[src/rtl/kronos_lsu_stb_pkg.sv]
// Shared encodings, the store-buffer entry type and byte-lane helpers
// for the load/store unit with a posted store buffer.
package kronos_lsu_stb_pkg;

  localparam logic [1:0] BYTE = 2'b00;
  localparam logic [1:0] HALF = 2'b01;
  localparam logic [1:0] WORD = 2'b10;

  typedef struct packed {
    logic [31:0] addr;
    logic [31:0] data;
    logic [3:0]  mask;
  } stb_entry_t;

  typedef enum logic [2:0] {
    IDLE  = 3'd0,
    READ1 = 3'd1,
    READ2 = 3'd2,
    LOAD  = 3'd3,
    ACK   = 3'd4
  } lsu_state_e;

  function automatic logic crosses_word(input logic [1:0] size, input logic [1:0] off);
    logic r;
    case (size)
      HALF:    r = (off == 2'd3);
      WORD:    r = (off != 2'd0);
      default: r = 1'b0;
    endcase
    return r;
  endfunction

  function automatic logic is_misaligned(input logic [1:0] size, input logic [1:0] off);
    logic r;
    case (size)
      HALF:    r = off[0];
      WORD:    r = (off != 2'd0);
      default: r = 1'b0;
    endcase
    return r;
  endfunction

  // 8-bit mask spanning two words: [3:0] first word, [7:4] following word
  function automatic logic [7:0] lane_mask(input logic [1:0] size, input logic [1:0] off);
    logic [7:0] m;
    case (size)
      BYTE:    m = 8'h01;
      HALF:    m = 8'h03;
      default: m = 8'h0F;
    endcase
    return m << off;
  endfunction

  function automatic logic [31:0] rotl_bytes(input logic [31:0] d, input logic [1:0] off);
    logic [31:0] r;
    case (off)
      2'd0:    r = d;
      2'd1:    r = {d[23:0], d[31:24]};
      2'd2:    r = {d[15:0], d[31:16]};
      default: r = {d[7:0], d[31:8]};
    endcase
    return r;
  endfunction

  // Shift the {hi,lo} word pair right by the byte offset, then extend
  function automatic logic [31:0] load_extract(input logic [31:0] lo, input logic [31:0] hi,
                                               input logic [1:0] off, input logic [1:0] size,
                                               input logic uns);
    logic [31:0] raw;
    logic [31:0] r;
    case (off)
      2'd0:    raw = lo;
      2'd1:    raw = {hi[7:0], lo[31:8]};
      2'd2:    raw = {hi[15:0], lo[31:16]};
      default: raw = {hi[23:0], lo[31:24]};
    endcase
    case (size)
      BYTE:    r = {{24{raw[7] & ~uns}}, raw[7:0]};
      HALF:    r = {{16{raw[15] & ~uns}}, raw[15:0]};
      default: r = raw;
    endcase
    return r;
  endfunction

endpackage

[src/rtl/kronos_lsu_stb_fifo.sv]
// Circular store buffer; a split store pushes two consecutive entries in one cycle.
module kronos_lsu_stb_fifo
  import kronos_lsu_stb_pkg::*;
#(
  parameter int DEPTH = 4
) (
  input  logic                       clk,
  input  logic                       rstz,
  input  logic                       push,
  input  logic                       push2,
  input  stb_entry_t                 entry0,
  input  stb_entry_t                 entry1,
  input  logic                       pop,
  output stb_entry_t                 head,
  output logic [$clog2(DEPTH):0]     count,
  output logic                       empty,
  output logic [$clog2(DEPTH):0]     free
);

  localparam int PW = $clog2(DEPTH);
  localparam int CW = PW + 1;

  stb_entry_t      mem_r [DEPTH];
  logic [PW-1:0]   wr_ptr_r;
  logic [PW-1:0]   rd_ptr_r;
  logic [CW-1:0]   count_r;
  logic [CW-1:0]   inc_s;
  logic [CW-1:0]   dec_s;

  // Number of entries added and removed this cycle
  always_comb begin
    inc_s = {CW{1'b0}};
    dec_s = {CW{1'b0}};
    if (push) begin
      if (push2) begin
        inc_s = CW'(2'd2);
      end else begin
        inc_s = CW'(1'b1);
      end
    end else begin
      inc_s = {CW{1'b0}};
    end
    if (pop) begin
      dec_s = CW'(1'b1);
    end else begin
      dec_s = {CW{1'b0}};
    end
  end

  // Storage, pointers and occupancy
  always_ff @(posedge clk or negedge rstz) begin
    if (!rstz) begin
      wr_ptr_r <= {PW{1'b0}};
      rd_ptr_r <= {PW{1'b0}};
      count_r  <= {CW{1'b0}};
      for (int i = 0; i < DEPTH; i++) begin
        mem_r[i] <= '0;
      end
    end else begin
      if (push) begin
        mem_r[wr_ptr_r] <= entry0;
        if (push2) begin
          mem_r[wr_ptr_r + PW'(1'b1)] <= entry1;
          wr_ptr_r <= wr_ptr_r + PW'(2'd2);
        end else begin
          wr_ptr_r <= wr_ptr_r + PW'(1'b1);
        end
      end
      if (pop) begin
        rd_ptr_r <= rd_ptr_r + PW'(1'b1);
      end
      count_r <= count_r + inc_s - dec_s;
    end
  end

  assign head  = mem_r[rd_ptr_r];
  assign count = count_r;
  assign empty = (count_r == {CW{1'b0}});
  assign free  = CW'(DEPTH) - count_r;

endmodule

[src/rtl/kronos_lsu_stb.sv]
// WB-stage load/store unit: posted stores drain in the background; loads and
// fences wait for the buffer to empty; boundary-crossing accesses split or reject.
module kronos_lsu_stb
  import kronos_lsu_stb_pkg::*;
#(
  parameter int STB_DEPTH      = 4,
  parameter int MISALIGN_SPLIT = 1
) (
  input  logic        clk,
  input  logic        rstz,
  input  logic [31:0] addr,
  input  logic [31:0] store_data,
  input  logic        start,
  input  logic        ld,
  input  logic        st,
  input  logic        fence,
  input  logic [4:0]  rd,
  input  logic [1:0]  data_size,
  input  logic        data_uns,
  output logic        done,
  output logic        addr_misaligned,
  output logic [31:0] load_data,
  output logic [4:0]  load_rd,
  output logic        load_write,
  output logic        stb_empty,
  output logic [31:0] data_addr,
  input  logic [31:0] data_rd_data,
  output logic [31:0] data_wr_data,
  output logic [3:0]  data_wr_mask,
  output logic        data_wr_en,
  output logic        data_req,
  input  logic        data_ack
);

  localparam int CW = $clog2(STB_DEPTH) + 1;

  lsu_state_e    state_r;
  logic          done_r;
  logic          load_write_r;
  logic [31:0]   load_data_r;
  logic [4:0]    load_rd_r;
  logic [31:0]   lo_word_r;
  logic          data_req_r;
  logic          data_wr_en_r;
  logic [31:0]   data_addr_r;
  logic [31:0]   data_wr_data_r;
  logic [3:0]    data_wr_mask_r;

  logic [1:0]    off_s;
  logic          cross_s;
  logic          reject_s;
  logic [7:0]    wmask_s;
  logic [31:0]   wdata_s;
  logic [31:0]   addr_word_s;
  logic [31:0]   addr_next_s;
  logic [CW-1:0] need_s;
  logic [CW-1:0] count_s;
  logic [CW-1:0] free_s;
  logic          push_s;
  logic          push2_s;
  logic          pop_s;
  logic          empty_s;
  logic          empty_next_s;
  stb_entry_t    entry0_s;
  stb_entry_t    entry1_s;
  stb_entry_t    head_s;

  assign off_s       = addr[1:0];
  assign cross_s     = crosses_word(data_size, off_s);
  assign reject_s    = cross_s && (MISALIGN_SPLIT == 0);
  assign wmask_s     = lane_mask(data_size, off_s);
  assign wdata_s     = rotl_bytes(store_data, off_s);
  assign addr_word_s = {addr[31:2], 2'b00};
  assign addr_next_s = addr_word_s + 32'd4;

  assign entry0_s = '{addr: addr_word_s, data: wdata_s, mask: wmask_s[3:0]};
  assign entry1_s = '{addr: addr_next_s, data: wdata_s, mask: wmask_s[7:4]};

  // Store acceptance and drain handshake
  always_comb begin
    need_s  = CW'(1'b1);
    push_s  = 1'b0;
    push2_s = 1'b0;
    if (cross_s) begin
      need_s = CW'(2'd2);
    end else begin
      need_s = CW'(1'b1);
    end
    if ((state_r == IDLE) && start && st && !reject_s && (free_s >= need_s)) begin
      push_s  = 1'b1;
      push2_s = cross_s;
    end else begin
      push_s  = 1'b0;
      push2_s = 1'b0;
    end
  end

  assign pop_s = data_req_r && data_wr_en_r && data_ack;
  // Last entry leaving this cycle lets a load or fence proceed without a bubble
  assign empty_next_s = empty_s || ((count_s == CW'(1'b1)) && pop_s);

  kronos_lsu_stb_fifo #(
    .DEPTH (STB_DEPTH)
  ) u_fifo (
    .clk    (clk),
    .rstz   (rstz),
    .push   (push_s),
    .push2  (push2_s),
    .entry0 (entry0_s),
    .entry1 (entry1_s),
    .pop    (pop_s),
    .head   (head_s),
    .count  (count_s),
    .empty  (empty_s),
    .free   (free_s)
  );

  // Operation FSM plus shared memory port (load reads and buffer drain)
  always_ff @(posedge clk or negedge rstz) begin
    if (!rstz) begin
      state_r        <= IDLE;
      done_r         <= 1'b0;
      load_write_r   <= 1'b0;
      load_data_r    <= 32'h0000_0000;
      load_rd_r      <= 5'd0;
      lo_word_r      <= 32'h0000_0000;
      data_req_r     <= 1'b0;
      data_wr_en_r   <= 1'b0;
      data_addr_r    <= 32'h0000_0000;
      data_wr_data_r <= 32'h0000_0000;
      data_wr_mask_r <= 4'h0;
    end else begin
      done_r       <= 1'b0;
      load_write_r <= 1'b0;
      case (state_r)
        IDLE: begin
          if (start && st && (reject_s || push_s)) begin
            state_r <= ACK;
            done_r  <= 1'b1;
          end else if (start && ld && reject_s) begin
            state_r <= ACK;
            done_r  <= 1'b1;
          end else if (start && ld && empty_next_s) begin
            state_r <= READ1;
          end else if (start && fence && empty_next_s) begin
            state_r <= ACK;
            done_r  <= 1'b1;
          end else begin
            state_r <= IDLE;
          end
        end
        READ1: begin
          if (!data_req_r) begin
            data_req_r     <= 1'b1;
            data_wr_en_r   <= 1'b0;
            data_addr_r    <= addr_word_s;
            data_wr_mask_r <= 4'hF;
          end else if (data_ack) begin
            data_req_r <= 1'b0;
            lo_word_r  <= data_rd_data;
            if (cross_s) begin
              state_r <= READ2;
            end else begin
              state_r      <= LOAD;
              done_r       <= 1'b1;
              load_write_r <= (rd != 5'd0);
              load_rd_r    <= rd;
              load_data_r  <= load_extract(data_rd_data, data_rd_data, off_s, data_size, data_uns);
            end
          end else begin
            state_r <= READ1;
          end
        end
        READ2: begin
          if (!data_req_r) begin
            data_req_r     <= 1'b1;
            data_wr_en_r   <= 1'b0;
            data_addr_r    <= addr_next_s;
            data_wr_mask_r <= 4'hF;
          end else if (data_ack) begin
            data_req_r   <= 1'b0;
            state_r      <= LOAD;
            done_r       <= 1'b1;
            load_write_r <= (rd != 5'd0);
            load_rd_r    <= rd;
            load_data_r  <= load_extract(lo_word_r, data_rd_data, off_s, data_size, data_uns);
          end else begin
            state_r <= READ2;
          end
        end
        LOAD:    state_r <= IDLE;
        ACK:     state_r <= IDLE;
        default: state_r <= IDLE;
      endcase

      // Background drain owns the port whenever no load is reading
      if ((state_r != READ1) && (state_r != READ2)) begin
        if (data_req_r) begin
          if (data_ack) begin
            data_req_r <= 1'b0;
          end else begin
            data_req_r <= 1'b1;
          end
        end else if (!empty_s) begin
          data_req_r     <= 1'b1;
          data_wr_en_r   <= 1'b1;
          data_addr_r    <= head_s.addr;
          data_wr_data_r <= head_s.data;
          data_wr_mask_r <= head_s.mask;
        end else begin
          data_req_r <= 1'b0;
        end
      end
    end
  end

  assign done            = done_r;
  assign addr_misaligned = is_misaligned(data_size, off_s);
  assign load_data       = load_data_r;
  assign load_rd         = load_rd_r;
  assign load_write      = load_write_r;
  assign stb_empty       = empty_s;
  assign data_addr       = data_addr_r;
  assign data_wr_data    = data_wr_data_r;
  assign data_wr_mask    = data_wr_mask_r;
  assign data_wr_en      = data_wr_en_r;
  assign data_req        = data_req_r;

endmodule
[config.mk]
export PLATFORM = sky130hd
export DESIGN_NAME = kronos_lsu_stb
export DESIGN_NICKNAME = d
export VERILOG_FILES = /design/src/rtl/kronos_lsu_stb_pkg.sv /design/src/rtl/kronos_lsu_stb_fifo.sv /design/src/rtl/kronos_lsu_stb.sv
export SDC_FILE = /design/constraint.sdc
export NUM_CORES = 1
export LEC_CHECK = 0
export ABC_AREA = 1
export CAP_MARGIN = 20
export CORE_UTILIZATION = 59
export DETAILED_ROUTE_END_ITERATION = 10
export PLACE_DENSITY = 0.81
export SKIP_CTS_REPAIR_TIMING = 1
export SYNTH_ARGS = -nofsm -noshare
export SYNTH_HDL_FRONTEND = slang
export SYNTH_SLANG_ARGS = --single-unit
[constraint.sdc]
create_clock -name clk -period 3.7 [get_ports clk]
set_clock_uncertainty 0.15 [all_clocks]
set_input_delay 0.74 -clock clk [delete_from_list [all_inputs] [get_ports clk]]
set_output_delay 0.74 -clock clk [all_outputs]
set_load 0.05 [all_outputs]
Word-level counts from Yosys, hierarchy flattened
Index checks and enable logic that the tools add are counted.
{"block": "classes", "n_addsub": 7, "n_lt_le_gt_ge": 6, "eq_ne": 15, "shifts": 1, "mux": 90, "n_bitwise": 10, "n_reduce_logical": 29}
{"cell": "$bwmux W272", "n": 2}
{"cell": "$mux W32", "n": 17}
{"cell": "$pmux W32 S3", "n": 3}
{"cell": "$demux W68 S2", "n": 2}
{"cell": "$mux W272", "n": 1}
{"cell": "$mux W68", "n": 4}
{"cell": "$pmux W32 S2", "n": 4}
{"cell": "$bmux W68 S2", "n": 1}
{"cell": "$add A32 B3 Y32 const B", "n": 1}
{"cell": "$mux W1", "n": 29}
{"cell": "$mux W5", "n": 5}
{"cell": "$mux W4", "n": 5}
{"cell": "$mux W3", "n": 6}
{"cell": "$logic_and A1 B1 Y1", "n": 15}
{"cell": "$ne A2 B2 Y1 const B", "n": 5}
{"cell": "$pmux W5 S2", "n": 1}
{"cell": "$ge A3 B3 Y1 const B", "n": 3}
{"cell": "$not A2 Y3", "n": 3}
{"cell": "$pmux W3 S3", "n": 1}
{"cell": "$mux W2", "n": 4}
{"cell": "$pmux W4 S2", "n": 1}
{"cell": "$shl A8 B2 Y8", "n": 1}
{"cell": "$eq A2 B2 Y1 const B", "n": 3}
{"cell": "$eq A3 B1 Y1 const B", "n": 2}
{"cell": "other kinds (24)", "n": 39}
{"block": "word_totals", "regBits": 423, "in_bits": 111, "output_inout_bits": 111, "wordCells": 184}

Logic depth before layout (Yosys ltp)
{"block": "depth", "word_depth": 12, "ltp_mapped": 21, "ltp_nobuf": 17}

By module
Synthesis repeated with hierarchy kept, for this count alone.
{"block": "unflattened", "cells_unflattened": 4710, "area_unflattened_um2": 28975.3}
{"module": "kronos_lsu_stb_fifo", "n_inst": 1, "cells_each": 3202, "area_per_inst_um2": 19210.9, "seq_area_each_um2": 6981.7}
{"module": "kronos_lsu_stb", "n_inst": 1, "cells_each": 1508, "area_per_inst_um2": 9764.4, "seq_area_each_um2": 3603.5}

Least setup slack after synthesis
Ideal clock, no wire load.
{"block": "synth_timing", "path_kind": "input-to-reg", "startpoint": "input port data_size[1]", "endpoint": "register u_fifo.count_r[2], in the netlist u_fifo.count[2]", "setup_ps": 79, "arrival_time_ps": 3871, "required_time_ps": 3471, "path_slack_ps": -400, "cell_stages": 19, "n_path_buf": 4, "path_cell_list": "inv_1 -> ha_1 -> nand2_2 -> nand2_2 -> nand2_4 -> buf_6 -> buf_2 -> ha_1 -> o21ai_1 -> nand3_2 -> nand2_1 -> buf_2 -> nor2_4 -> inv_2 -> buf_2 -> ha_1 -> fa_1 -> xnor2_1 -> xor2_1"}
{"block": "synth_via", "elab_chain_cells": 10, "elab_cells_between_ends": 12, "cone_classes": "2 x add/sub; 1 x order compare; 2 x eq/ne; 6 x mux; 1 x reduce/logical"}
{"item": "from (decl)", "line": "kronos_lsu_stb.sv:18", "source": "input logic [1:0] data_size,"}
{"item": "$eq A2 B2 Y1 / $eq A2 B1 Y1 (equally long branches)", "line": "kronos_lsu_stb_pkg.sv:25", "source": "case (size)"}
{"item": "$pmux W1 S2 *", "line": "kronos_lsu_stb_pkg.sv:25"}
{"item": "$mux W2", "line": "kronos_lsu_stb.sv:84", "source": "if (cross_s) begin"}
{"item": "$ge A3 B3 Y1", "line": "kronos_lsu_stb.sv:89", "source": "if ((state_r == IDLE) && start && st && !reject_s && (free_s >= need_s)) begin"}
{"item": "$logic_and A1 B1 Y1", "line": "kronos_lsu_stb.sv:89"}
{"item": "$mux W1", "line": "kronos_lsu_stb.sv:89"}
{"item": "$mux W2", "line": "kronos_lsu_stb_fifo.sv:35", "source": "if (push2) begin"}
{"item": "$mux W2 *", "line": "kronos_lsu_stb_fifo.sv:34", "source": "if (push) begin"}
{"item": "$add A3 B2 Y3 *", "line": "kronos_lsu_stb_fifo.sv:72", "source": "count_r <= count_r + inc_s - dec_s;"}
{"item": "$sub A3 B1 Y3 *", "line": "kronos_lsu_stb_fifo.sv:72"}
{"item": "to (signal assigned)", "line": "kronos_lsu_stb_fifo.sv:55", "source": "count_r <= {CW{1'b0}};"}
{"item": "to (signal assigned)", "line": "kronos_lsu_stb_fifo.sv:72"}
{"item": "to (decl)", "line": "kronos_lsu_stb_fifo.sv:26", "source": "logic [CW-1:0] count_r;"}
Mark *: on every way between the ends. The rest lies on a longest branch, timed or not.
A chain may end at the register's enable or synchronous reset.

Worst setup path after layout
{"block": "layout_timing", "startpoint": "register u_fifo.count_r[0], in the netlist u_fifo.count[0]", "endpoint": "output port stb_empty"}
{"block": "layout_via", "elab_chain_cells": 1}
{"item": "$logic_not A3 Y1", "line": "kronos_lsu_stb_fifo.sv:78", "source": "assign empty = (count_r == {CW{1'b0}});"}
{"item": "to (decl)", "line": "kronos_lsu_stb.sv:25", "source": "output logic stb_empty,"}
No other way between the ends.

==> key figures <==
Global routing
  • Largest net degree at the start of global routing: 167
  • First-pass GRT wire length: 136.0 mm
  • Congestion Overflow GR: 0
  • Vias in the first global route: 24970
  • Initial antenna violation count: 1
  • Tot GR Track Use: 41.21%

Pwr
  • Leak: 14.40 nW
  • Max VDD drop: 0.001243 V
  • Pwr per Cell Area: 862.7 mW/mm²

Synthesis
  • Yosys warnings: 0
  • Synth area leader: dfrtp_1
  • Top cell type's share of synthesized area: 42.91%
  • Post-Synthesis Net Count: 3708
  • Cell variety after synth: 47
  • Post-synthesis mux area share: 0%
  • Sequential cell area fraction in the yosys report: 42.91%
  • Simple-gate share of the synthesized area: 28.65%
  • Syn Inst Count: 3579
  • Post-synthesis adder-cell area fraction: 0.9433%
  • Synth Flop Type: dfrtp_1
  • Fraction of registers with async set or reset after synthesis: 100.0%
  • Post-synthesis register bit count: 423
  • Post-synth EDFFs: 0
  • Synth area leaders: dfrtp_1, nand2_1, o21ai_0
  • Complex-gate fraction of the synthesized area: 18.18%
  • Syn_area_per_cell: 6.893 µm²
  • XOR/XNOR share of the synthesized area: 0.3195%
  • Largest family of logic cells by synthesized area: simple AND/OR/NAND/NOR gates
  • Post-Syn Area: 0.02467 mm²

Clock network
  • Htree depth: 2
  • # clock sinks: 423
  • Clock buffer depth: 3
  • Num CTS Buffers: 46
  • CTS tree: done
  • Clk root buf: clkbuf_16
  • CTS clk-pin slew, worst paths: 60 ps
  • Clock latency on the worst-skew pair: 630 ps

Cells and area
  • Fill cells: 3206
  • Commonest non-fill, non-tap cells in the layout: nand2_1, o21ai_0, dfrtp_1
  • Layout cells sized above 1: 7.372%
  • Post-Layout Inst Area: 0.02961 mm²
  • Most common cell after layout, fill and taps aside: nand2_1
  • Area growth syn-to-layout: 20.04%
  • Post-Layout Cell Count: 4332
  • Final Net Count: 3894

Worst setup path
  • Most used cell along the critical path: ha_1
  • Reg2Reg Launch Point: u_fifo.count[0]
  • Worst Path Arrival: 2460 ps
  • Worst path buffer plus inverter count: 2
  • Critical Path Start: u_fifo.count[0]
  • Crit-path slowest cell: clkdlybuf4s50_1
  • Cell depth of the worst flop-to-flop path: 12
  • Setup crit start kind: flop
  • Crit path max-delay family: buffers and inverters
  • Worst setup EP type: output pin
  • Crit-path max cell delay: 850 ps
  • Peak fanout along the critical path: 4
  • WP depth: 4
  • Crit-path cells: inv_1 -> ha_1 -> ha_1 -> clkdlybuf4s50_1
  • Worst setup path category: flop to output pin
  • Worst Path Required: 2810 ps

Drt
  • DR vias/cell: 6.054
  • Final wirelength: 88.17 mm
  • DRC viols: 10
  • 1st-iter DRT viols: 3786
  • Drt pass-1 iters: 9
  • Via count: 26230
  • Routed Antenna Nets: 0
  • WL/cell: 20.35 µm

Place
  • Placed Instances: 4249
  • Cell Area, Placed: 0.02805 mm²
  • DP HPWL: 58.58 mm
  • GP Congestion: 0.9856
  • Number of port buffers: 221

Die
  • CORE AREA: 0.04102 mm²
  • Die area: 0.04264 mm²
  • Std-Cell Rows: 74
  • Die Ht: 206.5 µm
  • # IOs: 222
  • Initial core utilization: 60.15%
  • Width of the chip: 206.5 µm

STA
  • Max Slew Vio Count: 0
  • Final Cycle Share: 90.48%
  • RSZ-0062 raised after global routing: false
  • Minimum clock period: 3348 ps
  • Final Hold Fails: 20
  • Rel. slew slack: 29.62%
  • Final hold slack: -25.73 ps
  • Final Setup Violations: 0
  • Least-Margin Pin Slew: 1045 ps
  • Fmax: 0.2987 GHz

Flow run
  • Max_cap viols: 0

Worst hold path
  • HP Class: input pin to asynchronous set/reset pin

Run status
  • Failing checks: DRC, hold timing
  • Status: finished with violations
==> per-layer routing <==
metal | routed length [µm] | global-route usage, % | vias up
li1 | - | - | 11870
met1 | 34950 | 56.69 | 12290
met2 | 38970 | 62.58 | 1771
met3 | 11010 | 9.934 | 289
met4 | 3226 | 16.02 | 2
met5 | 12 | 0 | -
==> where the power goes <==
part	switching (mW)	internal (mW)
clock network	2.03	2.76
logic	8.54	4.13
registers	1.26	6.81
==> cell usage after synthesis (22+ instances only) <==
| master | number |
|---|---|
| a21oi_1 | 255 |
| inv_1 | 316 |
| o21ai_0 | 435 |
| dfrtp_1 | 423 |
| nor2_1 | 246 |
| o22ai_1 | 49 |
| clkbuf_1 | 101 |
| o211ai_1 | 34 |
| nand2_1 | 1272 |
| buf_2 | 86 |
| nand3_1 | 143 |
| o2111ai_1 | 22 |
==> final cells by class <==
type	instances	area, µm²	area share, %
clock buffer	69	1358	4.584
timing repair buffer	354	3551	11.99
sequential	423	10590	35.76
multi-input combinational	2609	11980	40.47
inverter	331	1257	4.246
antenna	2	5.005	0.01690
clock inverter	12	202.7	0.6845
tap	532	665.6	2.248
==> worst reg2reg max path, cell delays in order (launching register included) <==
cell     delay, ps
dfrtp_1        380
inv_1          170
ha_1           300
ha_4           280
o21ai_2         60
nand3_4         70
nand2_2         90
nor2_1         170
ha_1           170
inv_1           60
fa_2           400
xnor2_2        140
xor2_1         140
==> registers in the layout (all words and copies together) (netlist names), 2 cells and up <==
| name | cells |
|---|---|
| u_fifo.mem_r | 272 |
| data_addr | 32 |
| data_wr_data | 32 |
| lo_word_r | 32 |
| load_data | 32 |
| load_rd | 5 |
| data_wr_mask | 4 |
| state_r | 3 |
| u_fifo.count | 3 |
| u_fifo.rd_ptr_r | 2 |
| u_fifo.wr_ptr_r | 2 |
==> metrics by stage <==
step | utilization (%) | setup slack [ps] | power, mW | TNS (ps)
after floorplan | - | -35.30 | 16.14 | -35.30
after global placement | 68.38 | -0.1472 | 19.96 | -0.1472
after detailed placement | 68.38 | -90.49 | 20.37 | -90.49
after CTS | 72.19 | 363.8 | 25.26 | 0
after global routing | 72.19 | 285.8 | 26.98 | 0
final | 72.20 | 352.2 | 25.55 | 0
==> final timing paths <==
kind	end	slack (ps)
max	stb_empty	350
min in group clk	u_fifo.mem_r[93]	320
max in group asynchronous	load_data[27]	2450
min reg2reg	u_fifo.mem_r[93]	320
min	u_fifo.mem_r[265]	-30
max reg2reg	u_fifo.count[2]	990
==> kinds of logic after synthesis <==
kind of cell / after synthesis
compound gates: 835
flops: 423
simple gates: 1747
buf+inv: 547
fa+ha+maj: 18
xor+xnor: 9
Note: power is estimated with default switching activity, not from simulation.
